--- src/rtl/lfsr_bist_pkg.sv ---
// Shared constants for the LFSR BIST sequencer: state encoding, word geometry
// and the seed substitution used to keep the LFSR out of its lock-up state.
package lfsr_bist_pkg;

  localparam int WORD_W = 32;
  localparam int IDX_W  = $clog2(WORD_W);
  localparam int BITS_W = IDX_W + 1;

  localparam logic [2:0] ST_IDLE  = 3'd0;
  localparam logic [2:0] ST_LOAD  = 3'd1;
  localparam logic [2:0] ST_RUN   = 3'd2;
  localparam logic [2:0] ST_FLUSH = 3'd3;
  localparam logic [2:0] ST_DONE  = 3'd4;

  localparam logic [WORD_W-1:0] SEED_SUB = 32'h1;

  // An all-zero LFSR never leaves zero, so such a seed is swapped for SEED_SUB.
  function automatic logic [WORD_W-1:0] safeSeed(input logic [WORD_W-1:0] seed);
    return (seed == '0) ? SEED_SUB : seed;
  endfunction

endpackage

--- src/rtl/bist_word_packer.sv ---
// Packs a serial bitstream LSB-first into words and presents them through a
// single output register with a valid/ready handshake.
module bist_word_packer
  import lfsr_bist_pkg::*;
(
  input  logic              Clk,
  input  logic              ARst,
  input  logic              clear_i,
  input  logic              shiftEn_i,
  input  logic              bit_i,
  input  logic              lastBit_i,
  input  logic              flush_i,
  input  logic              wordReady_i,
  output logic              full_o,
  output logic              canLoad_o,
  output logic              wordValid_o,
  output logic [WORD_W-1:0] wordData_o,
  output logic              wordLast_o,
  output logic [BITS_W-1:0] wordBits_o
);

  logic [WORD_W-1:0] shift_q, shift_d;
  logic [IDX_W-1:0]  idx_q, idx_d;
  logic              outValid_q, outValid_d;
  logic [WORD_W-1:0] outData_q, outData_d;
  logic              outLast_q, outLast_d;
  logic [BITS_W-1:0] outBits_q, outBits_d;
  logic              wordDone;

  assign full_o    = (idx_q == IDX_W'(WORD_W - 1));
  assign canLoad_o = !outValid_q || wordReady_i;
  assign wordDone  = shiftEn_i && full_o;

  // The completing bit goes straight into the output word; clear only discards the partial word.
  always_comb begin
    shift_d    = shift_q;
    idx_d      = idx_q;
    outValid_d = outValid_q;
    outData_d  = outData_q;
    outLast_d  = outLast_q;
    outBits_d  = outBits_q;
    if (outValid_q && wordReady_i) outValid_d = 1'b0;
    if (wordDone) begin
      outValid_d = 1'b1;
      outData_d  = {bit_i, shift_q[WORD_W-2:0]};
      outLast_d  = lastBit_i;
      outBits_d  = BITS_W'(WORD_W);
      shift_d    = '0;
      idx_d      = '0;
    end else if (flush_i) begin
      outValid_d = 1'b1;
      outData_d  = shift_q;
      outLast_d  = 1'b1;
      outBits_d  = {1'b0, idx_q};
      shift_d    = '0;
      idx_d      = '0;
    end else if (shiftEn_i) begin
      shift_d[idx_q] = bit_i;
      idx_d          = idx_q + IDX_W'(1);
    end
    if (clear_i) begin
      shift_d = '0;
      idx_d   = '0;
    end
  end

  always_ff @(posedge Clk or posedge ARst) begin
    if (ARst) begin
      shift_q    <= '0;
      idx_q      <= '0;
      outValid_q <= 1'b0;
      outData_q  <= '0;
      outLast_q  <= 1'b0;
      outBits_q  <= '0;
    end else begin
      shift_q    <= shift_d;
      idx_q      <= idx_d;
      outValid_q <= outValid_d;
      outData_q  <= outData_d;
      outLast_q  <= outLast_d;
      outBits_q  <= outBits_d;
    end
  end

  assign wordValid_o = outValid_q;
  assign wordData_o  = outData_q;
  assign wordLast_o  = outLast_q;
  assign wordBits_o  = outBits_q;

endmodule

--- src/rtl/lfsr_bist_ctrl.sv ---
// BIST sequencer for one lfsr32: loads the seed, runs the generator for the
// commanded bit count, packs its output into words and counts checker mismatches.
module lfsr_bist_ctrl
  import lfsr_bist_pkg::*;
#(
  parameter int CNT_W   = 16,
  parameter bit ERR_SAT = 1'b1
) (
  input  logic             Clk,
  input  logic             ARst,
  input  logic             CmdValid,
  output logic             CmdReady,
  input  logic [31:0]      CmdSeed,
  input  logic [CNT_W-1:0] CmdLen,
  input  logic             Abort,
  output logic             LfsrLoad,
  output logic             LfsrEnable,
  output logic [31:0]      LfsrSeed,
  input  logic             LFSR0in,
  input  logic             LFSR1in,
  output logic             WordValid,
  input  logic             WordReady,
  output logic [31:0]      WordData,
  output logic             WordLast,
  output logic [5:0]       WordBits,
  output logic             Busy,
  output logic             Done,
  output logic [CNT_W-1:0] ErrCount
);

  logic [2:0]       state_q, state_d;
  logic [CNT_W-1:0] rem_q, rem_d;
  logic [CNT_W-1:0] err_q, err_d;
  logic [31:0]      seed_q, seed_d;
  logic             enable, packClear, packFlush, packFull, packCanLoad, lastBit;

  assign lastBit = (rem_q == CNT_W'(1));

  always_comb begin
    state_d   = state_q;
    rem_d     = rem_q;
    err_d     = err_q;
    seed_d    = seed_q;
    enable    = 1'b0;
    packClear = 1'b0;
    packFlush = 1'b0;
    case (state_q)
      ST_IDLE: begin
        if (CmdValid) begin
          rem_d     = CmdLen;
          err_d     = '0;
          seed_d    = safeSeed(CmdSeed);
          packClear = 1'b1;
          state_d   = (CmdLen != '0) ? ST_LOAD : ST_DONE;
        end
      end
      ST_LOAD: begin
        state_d = ST_RUN;
        if (Abort) begin
          state_d   = ST_DONE;
          packClear = 1'b1;
        end
      end
      ST_RUN: begin
        // A full word may only complete when the output register can take it; otherwise the LFSR is held.
        enable = !(packFull && !packCanLoad);
        if (enable) begin
          rem_d = rem_q - CNT_W'(1);
          if ((LFSR0in != LFSR1in) && (!ERR_SAT || (err_q != '1)))
            err_d = err_q + CNT_W'(1);
          if (lastBit) state_d = packFull ? ST_DONE : ST_FLUSH;
        end
        if (Abort) begin
          state_d   = ST_DONE;
          packClear = 1'b1;
        end
      end
      ST_FLUSH: begin
        if (Abort) begin
          state_d   = ST_DONE;
          packClear = 1'b1;
        end else if (packCanLoad) begin
          packFlush = 1'b1;
          state_d   = ST_DONE;
        end
      end
      ST_DONE: state_d = ST_IDLE;
      default: state_d = ST_IDLE;
    endcase
  end

  always_ff @(posedge Clk or posedge ARst) begin
    if (ARst) begin
      state_q <= ST_IDLE;
      rem_q   <= '0;
      err_q   <= '0;
      seed_q  <= '0;
    end else begin
      state_q <= state_d;
      rem_q   <= rem_d;
      err_q   <= err_d;
      seed_q  <= seed_d;
    end
  end

  bist_word_packer u_packer (
    .Clk         (Clk),
    .ARst        (ARst),
    .clear_i     (packClear),
    .shiftEn_i   (enable),
    .bit_i       (LFSR0in),
    .lastBit_i   (lastBit),
    .flush_i     (packFlush),
    .wordReady_i (WordReady),
    .full_o      (packFull),
    .canLoad_o   (packCanLoad),
    .wordValid_o (WordValid),
    .wordData_o  (WordData),
    .wordLast_o  (WordLast),
    .wordBits_o  (WordBits)
  );

  assign CmdReady   = (state_q == ST_IDLE);
  assign LfsrLoad   = (state_q == ST_LOAD);
  assign LfsrEnable = enable;
  assign LfsrSeed   = seed_q;
  assign Busy       = (state_q != ST_IDLE);
  assign Done       = (state_q == ST_DONE);
  assign ErrCount   = err_q;

endmodule

--- config.mk ---
export PLATFORM = sky130hd
export DESIGN_NAME = lfsr_bist_ctrl
export DESIGN_NICKNAME = d
export VERILOG_FILES = /design/src/rtl/lfsr_bist_pkg.sv /design/src/rtl/bist_word_packer.sv /design/src/rtl/lfsr_bist_ctrl.sv
export SDC_FILE = /design/constraint.sdc
export NUM_CORES = 1
export LEC_CHECK = 0
export CAP_MARGIN = 5
export CORE_ASPECT_RATIO = 1.4
export CORE_MARGIN = 2
export CORE_UTILIZATION = 42
export DETAILED_ROUTE_END_ITERATION = 10
export GPL_TIMING_DRIVEN = 0
export HOLD_SLACK_MARGIN = 0.08
export PLACE_DENSITY = 0.75
export SLEW_MARGIN = 40
export SYNTH_ARGS = -nofsm -noshare
export SYNTH_HDL_FRONTEND = slang
export SYNTH_SLANG_ARGS = --single-unit
--- constraint.sdc ---
create_clock -name Clk -period 4.9 [get_ports Clk]
set_clock_uncertainty 0.1 [all_clocks]
set_input_delay 0.49 -clock Clk [delete_from_list [all_inputs] [get_ports Clk]]
set_output_delay 0.49 -clock Clk [all_outputs]
set_load 0.005 [all_outputs]
==> results of run 1 <==
## registers in the layout (all words and copies together), names as in the netlist
name / count
u_packer.idx_q: 5
state_q: 3
u_packer.wordLast_o: 1
u_packer.wordBits_o: 6
rem_q: 16
ErrCount: 16
u_packer.shift_q: 32
u_packer.wordValid_o: 1
LfsrSeed: 32
u_packer.wordData_o: 32
## worst max-delay path by stage
stage	start	to	cells past startpoint
floorplan	ARst	ErrCount[0]	1
global placement	ARst	rem_q[9]	2
detailed placement	u_packer.idx_q[1]	u_packer.shift_q[4]	10
CTS	u_packer.idx_q[0]	u_packer.shift_q[11]	10
global route	u_packer.idx_q[0]	u_packer.shift_q[11]	10
finish	u_packer.idx_q[0]	u_packer.shift_q[11]	10
## routing by layer
layer / up-vias / routed length [µm] / part of all wire (%) / track usage, %
met2: 170 / 9190 / 51 / 35.9
met3: 39 / 813 / 4.5 / 5.28
met1: 2834 / 7360 / 41 / 25.4
li1: 2763 / - / - / -
met4: 0 / 573 / 3.2 / 9.47
met5: - / 0 / 0 / 0
## synth_stat cells, types with 10 or more instances
cell type and number:
nand2_1 157, dfrtp_1 144, nand3_1 45, mux2i_1 39
nor2_1 39, mux2_2 32, o21ai_0 26, a21oi_1 23
nor4_1 19, clkbuf_1 16, buf_2 14, nor3_1 14
xnor2_1 11, inv_1 10
## logic make-up after synthesis
| family | Yosys count | share of synthesized area (%) |
|---|---|---|
| mux | 71 | 10.9 |
| fa+ha+maj | 8 | 1.45 |
| buf+inv | 53 | 3.85 |
| xor+xnor | 12 | 1.53 |
| simple gates | 320 | 21.9 |
| compound gates | 86 | 8.10 |
| flops | 144 | 52.3 |
## power breakdown
| part | total, W | leakage [nW] | switching (W) | internal, W |
|---|---|---|---|---|
| registers | 0.00162 | 1.92 | 0.000191 | 0.00143 |
| logic | 0.00161 | 2.09 | 0.000870 | 0.000742 |
| clock network | 0.00142 | 0.313 | 0.000520 | 0.000895 |
| total | 0.00465 | 4.32 | 0.00158 | 0.00307 |
## metrics by stage
step	std cells	area (µm²)	util, %	setup TNS [ps]	hold slack (ps)
finish	1074	9330	57.9	0	366
global route	1074	9330	57.9	0	372
CTS	1074	9330	57.9	0	365
detailed placement	1042	8680	53.9	0	357
global placement	1040	8610	53.5	-240010	350
floorplan	694	6890	-	0	357
## worst register-to-register path, stage by stage (launching register included)
cell and delay (ps):
dfrtp_1 440, ha_1 170, clkbuf_1 430, and3_1 250, ha_1 380, nand3b_1 140, nor3_1 580, a211oi_2 90
nand2_1 220, buf_1 380, mux2i_1 160
## cell usage in the layout, fill, tap and decap left out, types with 7 or more instances in the layout
master	count
nand2_1	157
clkdlybuf4s50_1	147
dfrtp_1	144
nand3_1	45
nor2_1	39
mux2i_1	39
mux2_2	32
o21ai_0	26
a21oi_1	23
nor4_1	18
clkbuf_16	17
clkbuf_1	16
buf_2	14
nor3_1	14
xnor2_1	11
inv_1	9
ha_1	8
nand4_1	7
## layout make-up
class | instances | area [µm²] | area share [%]
Buffer | 42 | 224 | 2.40
Inverter | 11 | 48.8 | 0.523
Multi-Input combinational cell | 497 | 3030 | 32.5
Clock buffer | 20 | 467 | 5.00
Timing Repair Buffer | 149 | 1530 | 16.4
Clock inverter | 12 | 180 | 1.93
Sequential cell | 144 | 3600 | 38.6
Tap cell | 199 | 249 | 2.67
==> flow_summary.ini, run 1 <==
[detailed_routing]
wirelength_um = 17900
wl_per_cell_um = 16.7
drtIter0Drc = 379
vias_per_cell = 5.41
first_pass_iters = 7
vias = 5806
antenna_left = 0
drc = 0

[clocking]
post_cts_resized = 0
ctsLongestPathBuffers = 2
post_cts_buffers = 0
cts_buffers = 17
insertion_delay_ps = 420
cts_sinks = 144
cts-root-buf = clkbuf_16
ctsHoldBuffers = 0
cts_tree = yes
path_clk_slew_ps = 60
htree_levels = 4

[final_layout]
diodes = 0
drive_gt1_share_pct = 11.4
area_growth_pct = 35.4
layout.nets = 925
nFillCells = 1379

[place]
place.gp.congestion = 0.854
numPortBuffers = 147
place_ws_ps = 1520
dp_hpwl_um = 13000

[synthesis]
ys_types = 60
syn_area_um2 = 6890
synth.area.top_cells = dfrtp_1 (52%), nand2_1 (8.6%), mux2i_1 (5.7%)
synth_top_area_share_pct = 52.3
ys_warn_count = 0
synthCells = 694
synth_edf_count = 0
ys.flop_type = dfrtp_1
yosys.area.top_type = dfrtp_1
yosysSeqAreaShare_pct = 52.3
syn-num-nets = 757
async_flop_share_pct = 100
syn_avg_cell_area_um2 = 9.93
ys_ff_latch = 144

[grt]
antenna_found_initial = 0
grtUsageTotal_pct = 21.2
gr-total-overflow = 0
grt_pass1_vias = 5798
grt_first_pass_wirelength_um = 29400
grt_start_max_net_pins = 58

[timing]
worst_pin_slew_ps = 731
drv_slew = 0
rsz0062_at_grt = no
fin_ws_ps = 1420
max_freq_mhz = 288
report.final.setup_viol = 0
max-slew-margin-rel_pct = 50.8
layout_min_cycle_time_ps = 3480
final.period_utilization_pct = 71.0
hold_violations = 0

[worst_setup_path]
path_common_cell = ha_1
cp.arrival_ps = 3660
path_class = flip-flop to flip-flop
end_kind = flip-flop
slowest_stage = nor3_1
critPathMaxStageDelay_ps = 580
rr_endpoint = u_packer.shift_q[11]
r2r_start = u_packer.idx_q[0]
start_kind = flip-flop
regToRegSetupSlack_ps = 1420
cp_top_family = simple AND/OR/NAND/NOR gates
reg2reg_depth = 10
worstPathRequired_ps = 5080
critical_path_buf_inv_count = 2
worstPathMaxFanout = 10
crit_chain = ha_1 > clkbuf_1 > and3_1 > ha_1 > nand3b_1 > nor3_1 > a211oi_2 > nand2_1 > buf_1 > mux2i_1

[status]
status = finished clean

[floorplanning]
rows = 55
core_um2 = 16100
dieArea_um2 = 17500
fp.dieH_um = 156
fp.dieW_um = 112
start_util_pct = 42.8
ioPinCount = 148

[pwr]
power_w = 0.00465
power.density_nw_per_um2 = 499
leakagePower_nw = 4.32
ir_worst_vdd_mv = 0.313

[worst_hold_path]
hold_class = primary input to asynchronous set/reset pin

[run]
drv_cap = 0
Note: power is estimated with default switching activity, not from simulation.
==> run 2: changes to the inputs <==
- PLACE_DENSITY: 0.75 -> 0.78
- clock period: 4.9 -> 2.88 ns (I/O delays scaled with it)
==> flow_summary.ini, run 2 (synthesis results as in run 1) <==
[status]
status = finished clean

[timing]
fin_ws_ps = 216
drv_slew = 0
max-slew-margin-rel_pct = 52.7
layout_min_cycle_time_ps = 2660
rsz0062_at_grt = no
final.period_utilization_pct = 92.5
max_freq_mhz = 375
worst_pin_slew_ps = 707
hold_violations = 0
report.final.setup_viol = 0

[grt]
grt_pass1_vias = 5899
antenna_found_initial = 0
gr-total-overflow = 0
grtUsageTotal_pct = 21.4
grt_first_pass_wirelength_um = 29800
grt_start_max_net_pins = 25

[worst_hold_path]
hold_class = primary input to asynchronous set/reset pin

[detailed_routing]
drc = 0
drtIter0Drc = 211
wl_met2_um = 9790
wirelength_um = 18400
top_layer = met4
vias = 5878
dr_wl_met3_um = 759
antenna_left = 0
first_pass_iters = 5
wl_per_cell_um = 17.0
met1Wirelength_um = 7310
vias_per_cell = 5.43

[clocking]
cts_tree = yes
insertion_delay_ps = 420
ctsHoldBuffers = 0
htree_levels = 4
cts_sinks = 144
cts_buffers = 17
cts-root-buf = clkbuf_16
ctsLongestPathBuffers = 2
path_clk_slew_ps = 60

[worst_setup_path]
crit_chain = ha_4 > and3_1 > ha_4 > a21oi_4 > clkdlybuf4s50_1
regToRegSetupSlack_ps = 250
start_kind = flip-flop
end_kind = output port
critical_path_buf_inv_count = 1
path_class = flip-flop to output port
critPathMaxStageDelay_ps = 570
cp_top_family = buffers and inverters
slowest_stage = clkdlybuf4s50_1
worstPathMaxFanout = 7
worstPathRequired_ps = 2490
path_common_cell = ha_4
cp.arrival_ps = 2280

[floorplanning]
dieArea_um2 = 17500
rows = 55
start_util_pct = 42.8
fp.dieH_um = 156
core_um2 = 16100
ioPinCount = 148
fp.dieW_um = 112

[place]
numPortBuffers = 147
place.gp.congestion = 0.863
dp_hpwl_um = 13600
place_ws_ps = -587
placed_cell_area_um2 = 8790

[pwr]
leakagePower_nw = 4.34
ir_worst_vdd_mv = 0.467
power_w = 0.00771
power.density_nw_per_um2 = 817

[final_layout]
area_growth_pct = 37.1
layout.nets = 933
mostFrequentLayoutCell = nand2_1
drive_gt1_share_pct = 12.9
diodes = 0
fin_util_pct = 58.6
postLayoutCellArea_um2 = 9440
layout_common_cells = nand2_1 (156), clkdlybuf4s50_1 (147), dfrtp_1 (142)

[run]
drv_cap = 0
==> run 2: cell count changes in the layout (fill, tap and decap cells not counted), sizes merged <==
cell	delta
buf	+11
clkbuf	-3
clkinvlp	+3
bufinv	-2
clkinv	-1
==> run 2: cell type report <==
class	instances	area, µm²
clock inverters	12	135
repair buffers	160	1690
plain buffers	39	224
inverters	11	45.0
multi-input cells	497	3060
clock buffers	20	437
fillers	1359	6660
flip-flops and latches	144	3610
well taps	199	249
==> run 2: final timing paths <==
| kind | startpoint | end | cells after the start |
|---|---|---|---|
| min in group Clk | CmdSeed[26] | LfsrSeed[26] | 3 |
| max | u_packer.idx_q[0] | LfsrEnable | 5 |
| min | ARst | LfsrSeed[6] | 2 |
| max in group asynchronous | ARst | u_packer.shift_q[7] | 5 |
| max reg2reg | u_packer.idx_q[2] | u_packer.shift_q[6] | 8 |
| min reg2reg | LfsrSeed[0] | LfsrSeed[0] | 2 |
==> run 2: power breakdown <==
part / switching [W] / internal [W] / total [W]
combinational: 0.00149 / 0.00129 / 0.00278
clock: 0.000879 / 0.00128 / 0.00216
sequential: 0.000330 / 0.00244 / 0.00277
total: 0.00270 / 0.00501 / 0.00771
==> run 2: metal layers <==
layer	vias to the layer above	track usage (%)
met4	0	9.00
met2	169	38.4
met5	-	0
met3	39	4.27
li1	2776	-
met1	2894	24.8
==> run 2: timing repair <==
action	4_1_cts	5_1_grt
buffers inserted	0	6
resized for setup	5	6
pin swaps	0	2
endpoints found under the setup margin	82	67
==> run 2: stage by stage <==
step / std cells / TNS [ps] / hold slack [ps]
2_1_floorplan: 694 / 0 / 293
3_3_place_gp: 1040 / -119500 / 350
3_5_place_dp: 1047 / -32040 / 355
4_1_cts: 1077 / 0 / 98.5
5_1_grt: 1082 / 0 / 105
6_report: 1082 / 0 / 103
